### src/rtl/celement_pkg.sv
// Shared types and helpers for the clocked C-element branch stages.
package celement_pkg;

    localparam int MAX_N_BRANCH = 16;

    typedef enum logic [1:0] {
        IDLE,
        DELAY,
        SEND,
        ACKHI
    } state_e;

    // Never returns 0, so a select port always has at least one bit.
    function automatic int sel_width(input int n);
        return (n <= 2) ? 1 : $clog2(n);
    endfunction

endpackage

### src/rtl/celement_senddelay.sv
// Loadable down-counter with hold and zero flag for clocked C-element stages.
module celement_senddelay #(
    parameter int DLYW = 8
) (
    input  logic            clk,
    input  logic            rst,
    input  logic            load,
    input  logic            hold,
    input  logic [DLYW-1:0] load_val,
    output logic            zero
);

    logic [DLYW-1:0] cnt_q;
    logic [DLYW-1:0] cnt_d;

    always_comb begin
        cnt_d = cnt_q;
        if (load) begin
            cnt_d = load_val;
        end else if (!hold && (cnt_q != '0)) begin
            cnt_d = cnt_q - 1'b1;
        end
    end

    always_ff @(posedge clk or posedge rst) begin
        if (rst) begin
            cnt_q <= '0;
        end else begin
            cnt_q <= cnt_d;
        end
    end

    assign zero = (cnt_q == '0);

endmodule

### src/rtl/celement_branch_n.sv
// Clocked N-way C-element branch: one four-phase input, N four-phase outputs.
// Define CELEM_BRANCH_PROTCHK_EN to add the sticky ERR protocol-check output.
module celement_branch_n
    import celement_pkg::*;
#(
    parameter int N_BRANCH   = 2,
    parameter int SEND_DELAY = 1,
    parameter int DLYW       = 8,
    localparam int SELW      = sel_width(N_BRANCH)
) (
    input  logic                CLK,
    input  logic                RESET,
    input  logic                SENDIN,
    input  logic [SELW-1:0]     BRIN,
    input  logic                LOPEN,
    input  logic [N_BRANCH-1:0] ACKIN,
    output logic [N_BRANCH-1:0] SENDOUT,
    output logic                ACKOUT,
    output logic                CP,
    output logic                BUSY
`ifdef CELEM_BRANCH_PROTCHK_EN
    ,
    output logic                ERR
`endif
);

    localparam logic [SELW-1:0] BR_MAX = SELW'(N_BRANCH - 1);
    localparam logic [DLYW-1:0] LOAD_VAL =
        (SEND_DELAY > 0) ? DLYW'(SEND_DELAY - 1) : '0;

    function automatic logic [N_BRANCH-1:0] onehot(input logic [SELW-1:0] s);
        return {{(N_BRANCH-1){1'b0}}, 1'b1} << s;
    endfunction

    state_e              state_q, state_d;
    logic [SELW-1:0]     br_q, br_d;
    logic [N_BRANCH-1:0] sendout_q, sendout_d;
    logic                ackout_q, ackout_d;
    logic                cp_q, cp_d;
    logic                busy_q, busy_d;

    logic                brin_oor;
    logic [SELW-1:0]     brin_sat;
    logic [N_BRANCH-1:0] dec_q;
    logic                ack_sel;
    logic                accept;
    logic                cnt_load;
    logic                cnt_hold;
    logic                cnt_zero;

    assign brin_oor = (BRIN > BR_MAX);
    assign brin_sat = brin_oor ? BR_MAX : BRIN;
    assign dec_q    = onehot(br_q);
    assign ack_sel  = |(ACKIN & dec_q);
    assign accept   = (state_q == IDLE) && SENDIN && LOPEN;
    assign cnt_hold = !((state_q == DELAY) && LOPEN);

    always_comb begin
        state_d  = state_q;
        br_d     = br_q;
        ackout_d = ackout_q;
        cp_d     = 1'b0;
        cnt_load = 1'b0;
        unique case (state_q)
            IDLE: begin
                if (accept) begin
                    br_d = brin_sat;
                    cp_d = 1'b1;
                    if (SEND_DELAY == 0) begin
                        state_d = SEND;
                    end else begin
                        cnt_load = 1'b1;
                        state_d  = DELAY;
                    end
                end
            end
            DELAY: begin
                if (LOPEN && cnt_zero) begin
                    state_d = SEND;
                end
            end
            SEND: begin
                if (LOPEN && ack_sel) begin
                    ackout_d = 1'b1;
                    state_d  = ACKHI;
                end
            end
            ACKHI: begin
                if (!SENDIN && !ack_sel) begin
                    ackout_d = 1'b0;
                    state_d  = IDLE;
                end
            end
            default: state_d = IDLE;
        endcase
        // LOPEN gates the request one cycle later without leaving SEND.
        sendout_d = ((state_d == SEND) && LOPEN) ? onehot(br_d) : '0;
        busy_d    = (state_d != IDLE);
    end

    celement_senddelay #(
        .DLYW(DLYW)
    ) u_senddelay (
        .clk     (CLK),
        .rst     (RESET),
        .load    (cnt_load),
        .hold    (cnt_hold),
        .load_val(LOAD_VAL),
        .zero    (cnt_zero)
    );

    always_ff @(posedge CLK or posedge RESET) begin
        if (RESET) begin
            state_q   <= IDLE;
            br_q      <= '0;
            sendout_q <= '0;
            ackout_q  <= 1'b0;
            cp_q      <= 1'b0;
            busy_q    <= 1'b0;
        end else begin
            state_q   <= state_d;
            br_q      <= br_d;
            sendout_q <= sendout_d;
            ackout_q  <= ackout_d;
            cp_q      <= cp_d;
            busy_q    <= busy_d;
        end
    end

    assign SENDOUT = sendout_q;
    assign ACKOUT  = ackout_q;
    assign CP      = cp_q;
    assign BUSY    = busy_q;

`ifdef CELEM_BRANCH_PROTCHK_EN
    logic err_q, err_d;
    logic sendin_q, sendin_d;
    logic sendin_fall;

    assign sendin_fall = sendin_q && !SENDIN &&
                         ((state_q == DELAY) || (state_q == SEND));

    always_comb begin
        sendin_d = SENDIN;
        err_d    = err_q
                 | (busy_q && |(ACKIN & ~dec_q))
                 | (accept && brin_oor)
                 | sendin_fall;
    end

    always_ff @(posedge CLK or posedge RESET) begin
        if (RESET) begin
            err_q    <= 1'b0;
            sendin_q <= 1'b0;
        end else begin
            err_q    <= err_d;
            sendin_q <= sendin_d;
        end
    end

    assign ERR = err_q;
`endif

endmodule

### config.mk
export PLATFORM = sky130hd
export DESIGN_NAME = celement_branch_n
export DESIGN_NICKNAME = d
export VERILOG_FILES = /design/src/rtl/celement_pkg.sv /design/src/rtl/celement_senddelay.sv /design/src/rtl/celement_branch_n.sv
export SDC_FILE = /design/constraint.sdc
export NUM_CORES = 1
export LEC_CHECK = 0
export ABC_CLOCK_PERIOD_IN_PS = 2000
export CAP_MARGIN = 25
export CELL_PAD_IN_SITES_DETAIL_PLACEMENT = 1
export CELL_PAD_IN_SITES_GLOBAL_PLACEMENT = 1
export CORE_MARGIN = 10
export CORE_UTILIZATION = 42
export DETAILED_ROUTE_END_ITERATION = 7
export HOLD_SLACK_MARGIN = 0.03
export PLACE_DENSITY_LB_ADDON = 0.1
export SLEW_MARGIN = 10
export SYNTH_ARGS = -nofsm -noshare
export SYNTH_HDL_FRONTEND = slang
export SYNTH_SLANG_ARGS = --single-unit
export TNS_END_PERCENT = 10
### constraint.sdc
create_clock -name CLK -period 2 [get_ports CLK]
set_input_delay 0.3 -clock CLK [delete_from_list [all_inputs] [get_ports CLK]]
set_output_delay 0.3 -clock CLK [all_outputs]
set_load 0.02 [all_outputs]
==> flow_metrics.env <==
export IMPL_drv_slew=0
export IMPL_skew_ns=0.00690
export IMPL_die_width_um=65.8
export IMPL_synthArstFlopShare=1.00
export IMPL_fin_tns_setup_ns=0
export IMPL_hold_buffers=0
export IMPL_maxCapViolations=0
export IMPL_fin_crit_ns=1.77
export IMPL_postCtsSetupBuffers=0
export IMPL_cp_data_arrival_time_ns=2.01
export IMPL_slowest_delay_ns=0.41
export IMPL_synth_most_common_cell="dfrtp_1"
export IMPL_syn_instance_count=76
export IMPL_path_clk_slew_ns=0.09
export IMPL_comb_power_share=0.431
export IMPL_grt_pass1_wl_mm=3.03
export IMPL_core_um2=1980
export IMPL_intPower_uw=866
export IMPL_die_h_um=65.8
export IMPL_worstMarginPinSlew_ns=0.631
export IMPL_clock_latency_ns=0.29
export IMPL_report_final_setup_viol=0
export IMPL_syn_avg_cell_area_um2=11.6
export IMPL_cp_slowest_cell="dfrtp_1"
export IMPL_status="finished, final reports clean"
export IMPL_dp_cells=115
export IMPL_antenna_found_initial=0
export IMPL_ant_nets=0
export IMPL_yosysTopAreaCellShare=0.455
export IMPL_holdCritPathClass="in2async"
export IMPL_final_cells=119
export IMPL_maxSlewHeadroom=0.579
export IMPL_rows=16
export IMPL_ys_flop_type="dfrtp_1"
export IMPL_end_kind="flop"
export IMPL_worstRegToRegCells=7
export IMPL_worstSetupPathType="reg2reg"
export IMPL_p_per_area_nw_per_um2=1380
export IMPL_p_leak_nw=0.454
export IMPL_ys_seq_area_frac=0.455
export IMPL_design_area_um2=1050
export IMPL_r2r_start="u_senddelay.cnt_q[0]$_DFFE_PP0P_"
export IMPL_finalWeightedCongestion=0.693
export IMPL_routed_via_density=5.18
export IMPL_synth_edf_count=0
export IMPL_worstPathCellList="inv_1 > ha_1 > nor3b_2 > a21oi_4 > buf_4 > a211oi_1 > a31o_1"
export IMPL_synthTopCellsByCount="dfrtp_1 (16), nor2_1 (9), inv_1 (6)"
export IMPL_cts_tree="built"
export IMPL_pin_count=12
export IMPL_required_ns=2.23
export IMPL_wl_per_cell_um=14.6
export IMPL_ir_drop_mv=0.619
export IMPL_vias=616
export IMPL_final_nets=102
export IMPL_switching_share=0.407
export IMPL_root_buffer="clkbuf_4"
export IMPL_cts_max_level=1
export IMPL_critPathLaunch="u_senddelay.cnt_q[0]$_DFFE_PP0P_"
export IMPL_synth_nets=85
export IMPL_ys_types=33
export IMPL_ys_ff_latch=16
export IMPL_power_switching_uw=594
export IMPL_clock_tree_buffer_depth=2
export IMPL_ctsResizeCount=0
export IMPL_drtIter0Drc=5
export IMPL_yosysTopAreaCell="dfrtp_1"
export IMPL_track_usage=0.0887
export IMPL_overflow=0
export IMPL_start_kind="flop"
export IMPL_synth_area_leaders="dfrtp_1 (46%), nor2_1 (3.8%), mux2i_1 (3.4%)"
export IMPL_cts_sinks=16
export IMPL_seq_power_share=0.424
export IMPL_rsz0062_at_grt="no"
export IMPL_drcViolationCount=0
export IMPL_clkPwrFrac=0.144
export IMPL_period_share=0.886
export IMPL_critPathMaxFanout=5
export IMPL_yosysWarnings=0
export IMPL_cts_made_buffers=3
export IMPL_critPathBufInv=2
export IMPL_drive_above_1_share=0.185
export IMPL_hold_violations=0
export IMPL_rrSetupSlack_ns=0.23
export IMPL_initial_utilization=0.444
export IMPL_hpwl_mm=1.39
export IMPL_portBuffers=11
export IMPL_placed_area_um2=1020
export IMPL_rr_endpoint="u_senddelay.cnt_q[2]$_DFFE_PP0P_"
export IMPL_dieArea_um2=4330
export IMPL_fmax_ghz=0.564
export IMPL_netlist_area_um2=880
export IMPL_grt_pass1_vias=662
export IMPL_antenna_cells=0
export IMPL_grt_max_degree=17
export IMPL_critPathTopFamily="compound AO/OA/AOI/OAI gates"
export IMPL_drtPass1Iterations=2
export IMPL_routed_wl_mm=1.74
export IMPL_syn2layout_area_growth_pct=19.9
==> power by group through the flow <==
stage,Sequential [mW],Combinational (mW),Clock (mW)
final,0.619,0.630,0.211
after global routing,0.647,0.700,0.241
after CTS,0.622,0.641,0.218
after detailed placement,0.627,0.639,0
after global placement,0.618,0.623,0
after floorplan,0.600,0.512,0
==> cells by family (layout without fill, tap and decap cells) <==
logic type | count (synthesis) | count (layout) | share of synthesized area
AND/OR/NAND/NOR | 30 | 30 | 0.260
flip-flops | 16 | 16 | 0.455
AO/OA/AOI/OAI | 12 | 12 | 0.111
buffers and inverters | 8 | 24 | 0.0526
multiplexers | 6 | 6 | 0.0725
adder cells (fa/ha/maj) | 2 | 2 | 0.0284
XOR/XNOR | 2 | 2 | 0.0199
==> worst max path at each step <==
stage	to	slack, ns	cells past startpoint
after floorplan	u_senddelay.cnt_q[3]$_DFFE_PP0P_	0.39	6
after global placement	u_senddelay.cnt_q[3]$_DFFE_PP0P_	0.09	5
after detailed placement	u_senddelay.cnt_q[3]$_DFFE_PP0P_	0.04	5
after CTS	u_senddelay.cnt_q[2]$_DFFE_PP0P_	0.22	7
after global routing	u_senddelay.cnt_q[2]$_DFFE_PP0P_	0.08	7
final	u_senddelay.cnt_q[2]$_DFFE_PP0P_	0.23	7
==> final cells by class <==
cell class	count	area [um2]
inverter	7	26.3
tap	27	33.8
sequential	16	400
multi-input combinational	52	433
timing repair buffer	13	125
clock buffer	4	36.3
fill	210	927
==> flip-flops by register name, indices dropped and copies added, names as in the netlist <==
name and count:
u_senddelay.cnt_q 8, br_q 1, BUSY 1, SENDOUT 2
ACKOUT 1, state_q 2, CP 1
==> layout by cell type, fill, tap and decap left out, types with 2 or more instances in the layout <==
master / n
a211oi_1: 2
a21oi_1: 2
a31oi_1: 3
buf_4: 2
clkbuf_4: 3
clkdlybuf4s50_1: 11
dfrtp_1: 16
ha_1: 2
inv_1: 6
mux2_1: 2
mux2i_1: 3
nand2_1: 3
nand2b_1: 2
nand4_1: 2
nor2_1: 9
nor3_1: 2
nor3b_2: 2
xnor2_1: 2
==> routing by layer <==
metal | wire length (um) | track usage | vias up | part of all wire
met1 | 790 | 0.0997 | 298 | 0.46
met4 | 15 | 0.0321 | 0 | 0.0086
met3 | 99 | 0.0288 | 2 | 0.057
li1 | - | - | 304 | -
met2 | 831 | 0.152 | 12 | 0.48
met5 | 0 | 0 | - | 0
==> through the flow <==
step | setup WS (ns) | hold slack [ns] | power, mW | utilization
after floorplan | 0.386 | 0.214 | 1.11 | -
after global placement | 0.0872 | 0.510 | 1.24 | 0.514
after detailed placement | 0.0354 | 0.511 | 1.27 | 0.514
after CTS | 0.220 | 0.413 | 1.48 | 0.532
after global routing | 0.0796 | 0.434 | 1.59 | 0.532
final | 0.228 | 0.384 | 1.46 | 0.532
Note: power is estimated with default switching activity, not from simulation.
==> edit 1 (same flow settings) <==
Set the parameter `N_BRANCH` to 1 (it was 2).
--- a/src/rtl/celement_branch_n.sv
+++ b/src/rtl/celement_branch_n.sv
@@ -5,3 +5,3 @@
 #(
-    parameter int N_BRANCH   = 2,
+    parameter int N_BRANCH   = 1,
     parameter int SEND_DELAY = 1,
Interface: changed (resized ACKIN and SENDOUT); port bits go from 12 to 10. No check against the original RTL was run, so the function may have changed too.
==> edit 1 against the original RTL <==
Cell area decreased by 8.4%; wire length grew 11%; sequential cell count decreased by 1; synthesized cell count up 7.9%; power shrank 5.5%; first-iteration DRC count rose by 140%; global-route usage rose by 1.1 points; combinational power is 4.1% higher; area after synthesis is 6.7% lower; largest cell class unchanged; setup slack improved by 0.022 ns; utilization increased by 0.96 points.
==> edit 1: results (changes against the original RTL) <==
Status
  – Status: complete, no violations (unchanged)

Drt
  – DR iter-0 viols: 12 (was 5)
  – Detailed Routing Iterations Pass 1: 4 (was 2)
  – Total number of vias: 711 (was 616)
  – Average wire per cell in the routed design: 16.0 microns (was 14.6 microns)
  – Met1 Wirelength: 934 microns (was 790 microns)
  – Met3 wire len: 100 microns (was 99 microns)

Global route
  – Total track usage: 10.0% (was 8.87%)
  – Global Route met1 Usage: 13.3% (was 9.97%)
  – Vias in the first global route: 724 (was 662)
  – M2 GR Usage: 14.8% (was 15.2%)
  – Largest net degree at the start of global routing: 16 (was 17)
  – First-pass GRT wire length: 3430 microns (was 3030 microns)
  – GR Util met3: 2.79% (was 2.88%)

Layout
  – Non-Filler Instances: 120 (was 119)
  – Share of cells above drive strength 1: 12.6% (was 18.5%)
  – Nets@finish: 104 (was 102)

Critical path
  – Highest-delay cell along the critical path: or3b_2 (was dfrtp_1)
  – CP peak stage delay: 0.51 ns (was 0.41 ns)
  – CP top delay family: simple AND/OR/NAND/NOR gates (was compound AO/OA/AOI/OAI gates)
  – Worst EP arrival: 1.96 ns (was 2.01 ns)

Power and ir drop
  – Switching share of total power: 42.5% (was 40.7%)
  – P_seq: 547 uW (was 619 uW)
  – Leakage: 0.426 nW (was 0.454 nW)
  – Max VDD drop: 0.000598 V (was 0.000619 V)
  – Psw: 587 uW (was 594 uW)
  – Comb pwr: 656 uW (was 630 uW)

Timing
  – Clock Skew: 0.00144 ns (was 0.00690 ns)

Synth
  – Synth top area cells: dfrtp_1 46%, mux2i_1 3.7%, inv_1 3.2%, a21oi_1 3.0%, ha_1 3.0% (was dfrtp_1 46%, nor2_1 3.8%, mux2i_1 3.4%, ha_1 2.8%, nor3b_2 2.8%)
  – Post-synth top cells: 15 x dfrtp_1, 7 x inv_1, 6 x nand2_1 (was 16 x dfrtp_1, 9 x nor2_1, 6 x inv_1)
  – Syn Area/Cell: 10.0 sq um (was 11.6 sq um)
  – Distinct cells, synth: 35 (was 33)
  – Post-synthesis sequential area ratio: 45.7% (was 45.5%)

Placed design
  – Routability cong.: 0.781 (was 0.693)
  – Post-placement cell area: 940 sq um (was 1020 sq um)
  – Port Buf Inserts: 8 (was 11)
  – DP Worst Slack: 0.143 ns (was 0.0354 ns)
## edit 1: logic make-up after synthesis
logic type                 Yosys count  synth area share [%]
AOI/OAI and AO/OA                   21                  18.3
and+or+nand+nor                     31                  23.3
adders and majority gates            2                  3.05
buffers and inverters               10                  5.95
DFF                                 15                  45.7
muxes                                3                  3.66
## edit 1: path summary, 6_finish.rpt
check                                startpoint              endpoint  slack (ns)  cells after the start
max                        u_senddelay.cnt_q[0]  u_senddelay.cnt_q[1]        0.25                      5
min                                       RESET                  BUSY        0.37                      2
max reg2reg                u_senddelay.cnt_q[0]  u_senddelay.cnt_q[1]        0.25                      5
min reg2reg                                br_q                  br_q        0.53                      1
max in group asynchronous                 RESET  u_senddelay.cnt_q[5]        1.25                      2
min in group CLK                           br_q                  br_q        0.53                      1
## edit 1: final cells by class
class                   instances  area, sq um
clock buffers                   4         26.3
fillers                       209          817
multi-input cells              57          397
well taps                      25         31.3
flip-flops and latches         15          375
inverters                       7         26.3
repair buffers                 12          110
==> edit 2 (same flow settings) <==
Made on the original files. `br_q` no longer has a reset.
--- a/src/rtl/celement_branch_n.sv
+++ b/src/rtl/celement_branch_n.sv
@@ -114,3 +114,2 @@
             state_q   <= IDLE;
-            br_q      <= '0;
             sendout_q <= '0;
@@ -121,3 +120,2 @@
             state_q   <= state_d;
-            br_q      <= br_d;
             sendout_q <= sendout_d;
@@ -127,2 +125,6 @@
         end
+    end
+
+    always_ff @(posedge CLK) begin
+        br_q <= br_d;
     end
Behaviour: same outputs for any inputs over 10 cycles, from zero or initial values and one cycle with RESET high; that may be too few to reach the edited logic, so the function may still have changed.
==> edit 2 against the original RTL <==
Power down 2.2%; critical path type unchanged; sequential cell count unchanged; area after synthesis down 0.57%; wire length about the same; setup slack worse by 0.021 ns; clock power down 18%; cell area down 0.71%.
==> edit 2: results (changes against the original RTL) <==
Clocking
  – CTS Buf Count: 3 (unchanged)

Power and ir drop
  – Leakage: 0.449 nW (was 0.454 nW)
  – Max VDD drop: 0.000656 V (was 0.000619 V)
  – Sequential Power Share: 43.4% (was 42.4%)
  – P_seq: 620 uW (was 619 uW)
  – Clock network fraction of design power: 12.2% (was 14.4%)
  – Psw: 595 uW (was 594 uW)

Synth
  – Post-synth top cells: 15 x dfrtp_1, 9 x nor2_1, 6 x inv_1 (was 16 x dfrtp_1, 9 x nor2_1, 6 x inv_1)
  – Distinct cells, synth: 34 (was 33)
  – Fraction of registers with async set/reset: 93.8% (was 100%)
  – Post-synthesis sequential area ratio: 45.2% (was 45.5%)
  – Post-synthesis mux area share: 7.30% (was 7.25%)
  – Post-Synth Adder-Cell Area: 2.86% (was 2.84%)
  – Synth top area cells: dfrtp_1 43%, nor2_1 3.9%, mux2i_1 3.4%, ha_1 2.9%, nor3b_2 2.9% (was dfrtp_1 46%, nor2_1 3.8%, mux2i_1 3.4%, ha_1 2.8%, nor3b_2 2.8%)
  – Compound-cell area share of the yosys netlist: 11.2% (was 11.1%)
  – Post-synthesis xor/xnor area fraction: 2.00% (was 1.99%)

Global route
  – Largest net degree at the start of global routing: 16 (was 17)
  – Total track usage: 9.38% (was 8.87%)
  – GR Util met3: 4.41% (was 2.88%)
  – M2 GR Usage: 14.9% (was 15.2%)
  – First-pass GRT wire length: 3190 microns (was 3030 microns)
  – Global Route met1 Usage: 10.8% (was 9.97%)

Placed design
  – Cells after DPL: 116 (was 115)
  – DP Worst Slack: 0.168 ns (was 0.0354 ns)
  – Post-placement cell area: 1020 sq um (about the same)
  – HPWL after detailed placement: 1440 microns (was 1390 microns)
  – Routability cong.: 0.793 (was 0.693)

Layout
  – Share of cells above drive strength 1: 18.3% (was 18.5%)
  – Fillers: 232 (was 210)
  – Nets@finish: 103 (was 102)

Timing
  – Worst hold margin: 0.355 ns (was 0.384 ns)
  – Worst slew margin: 62.1% (was 57.9%)
  – Clock Skew: 0.00836 ns (was 0.00690 ns)

Drt
  – Detailed Routing Iterations Pass 1: 4 (was 2)
  – Met1 Wirelength: 795 microns (was 790 microns)
  – Met3 wire len: 83 microns (was 99 microns)
  – Met2 wire length: 825 microns (was 831 microns)
  – DR iter-0 viols: 10 (was 5)
  – Via density: 5.21 (was 5.18)
  – Average wire per cell in the routed design: 14.5 microns (was 14.6 microns)
  – Total number of vias: 625 (was 616)

Critical path
  – Crit-path max FO: 7 (was 5)
  – Worst EP arrival: 2.03 ns (was 2.01 ns)
  – R2R setup slack: 0.21 ns (was 0.23 ns)

Status
  – Status: complete, no violations (unchanged)
edit 2: cell types whose count changed after synthesis, sizes merged:
cell | unedited run | this run
dfrtp | 16 | 15
dfxtp | 0 | 1
edit 2: how the worst max path moves through the flow:
stage	startpoint	to	slack [ns]	depth (start not counted)
finish	u_senddelay.cnt_q[0]	u_senddelay.cnt_q[2]	0.21	7
detailed placement	LOPEN	u_senddelay.cnt_q[3]	0.17	5
floorplan	u_senddelay.cnt_q[0]	u_senddelay.cnt_q[3]	0.39	6
global placement	LOPEN	u_senddelay.cnt_q[5]	0.19	5
global route	u_senddelay.cnt_q[0]	u_senddelay.cnt_q[2]	0.05	7
CTS	u_senddelay.cnt_q[0]	u_senddelay.cnt_q[2]	0.18	7
edit 2: layout make-up:
class / instances / area, sq um / share of cell area, %
clock buffer: 4 / 26.3 / 2.51
inverter: 7 / 26.3 / 2.51
multi-input combinational: 52 / 433 / 41.3
sequential: 16 / 395 / 37.8
tap: 27 / 33.8 / 3.23
timing repair buffer: 14 / 133 / 12.7
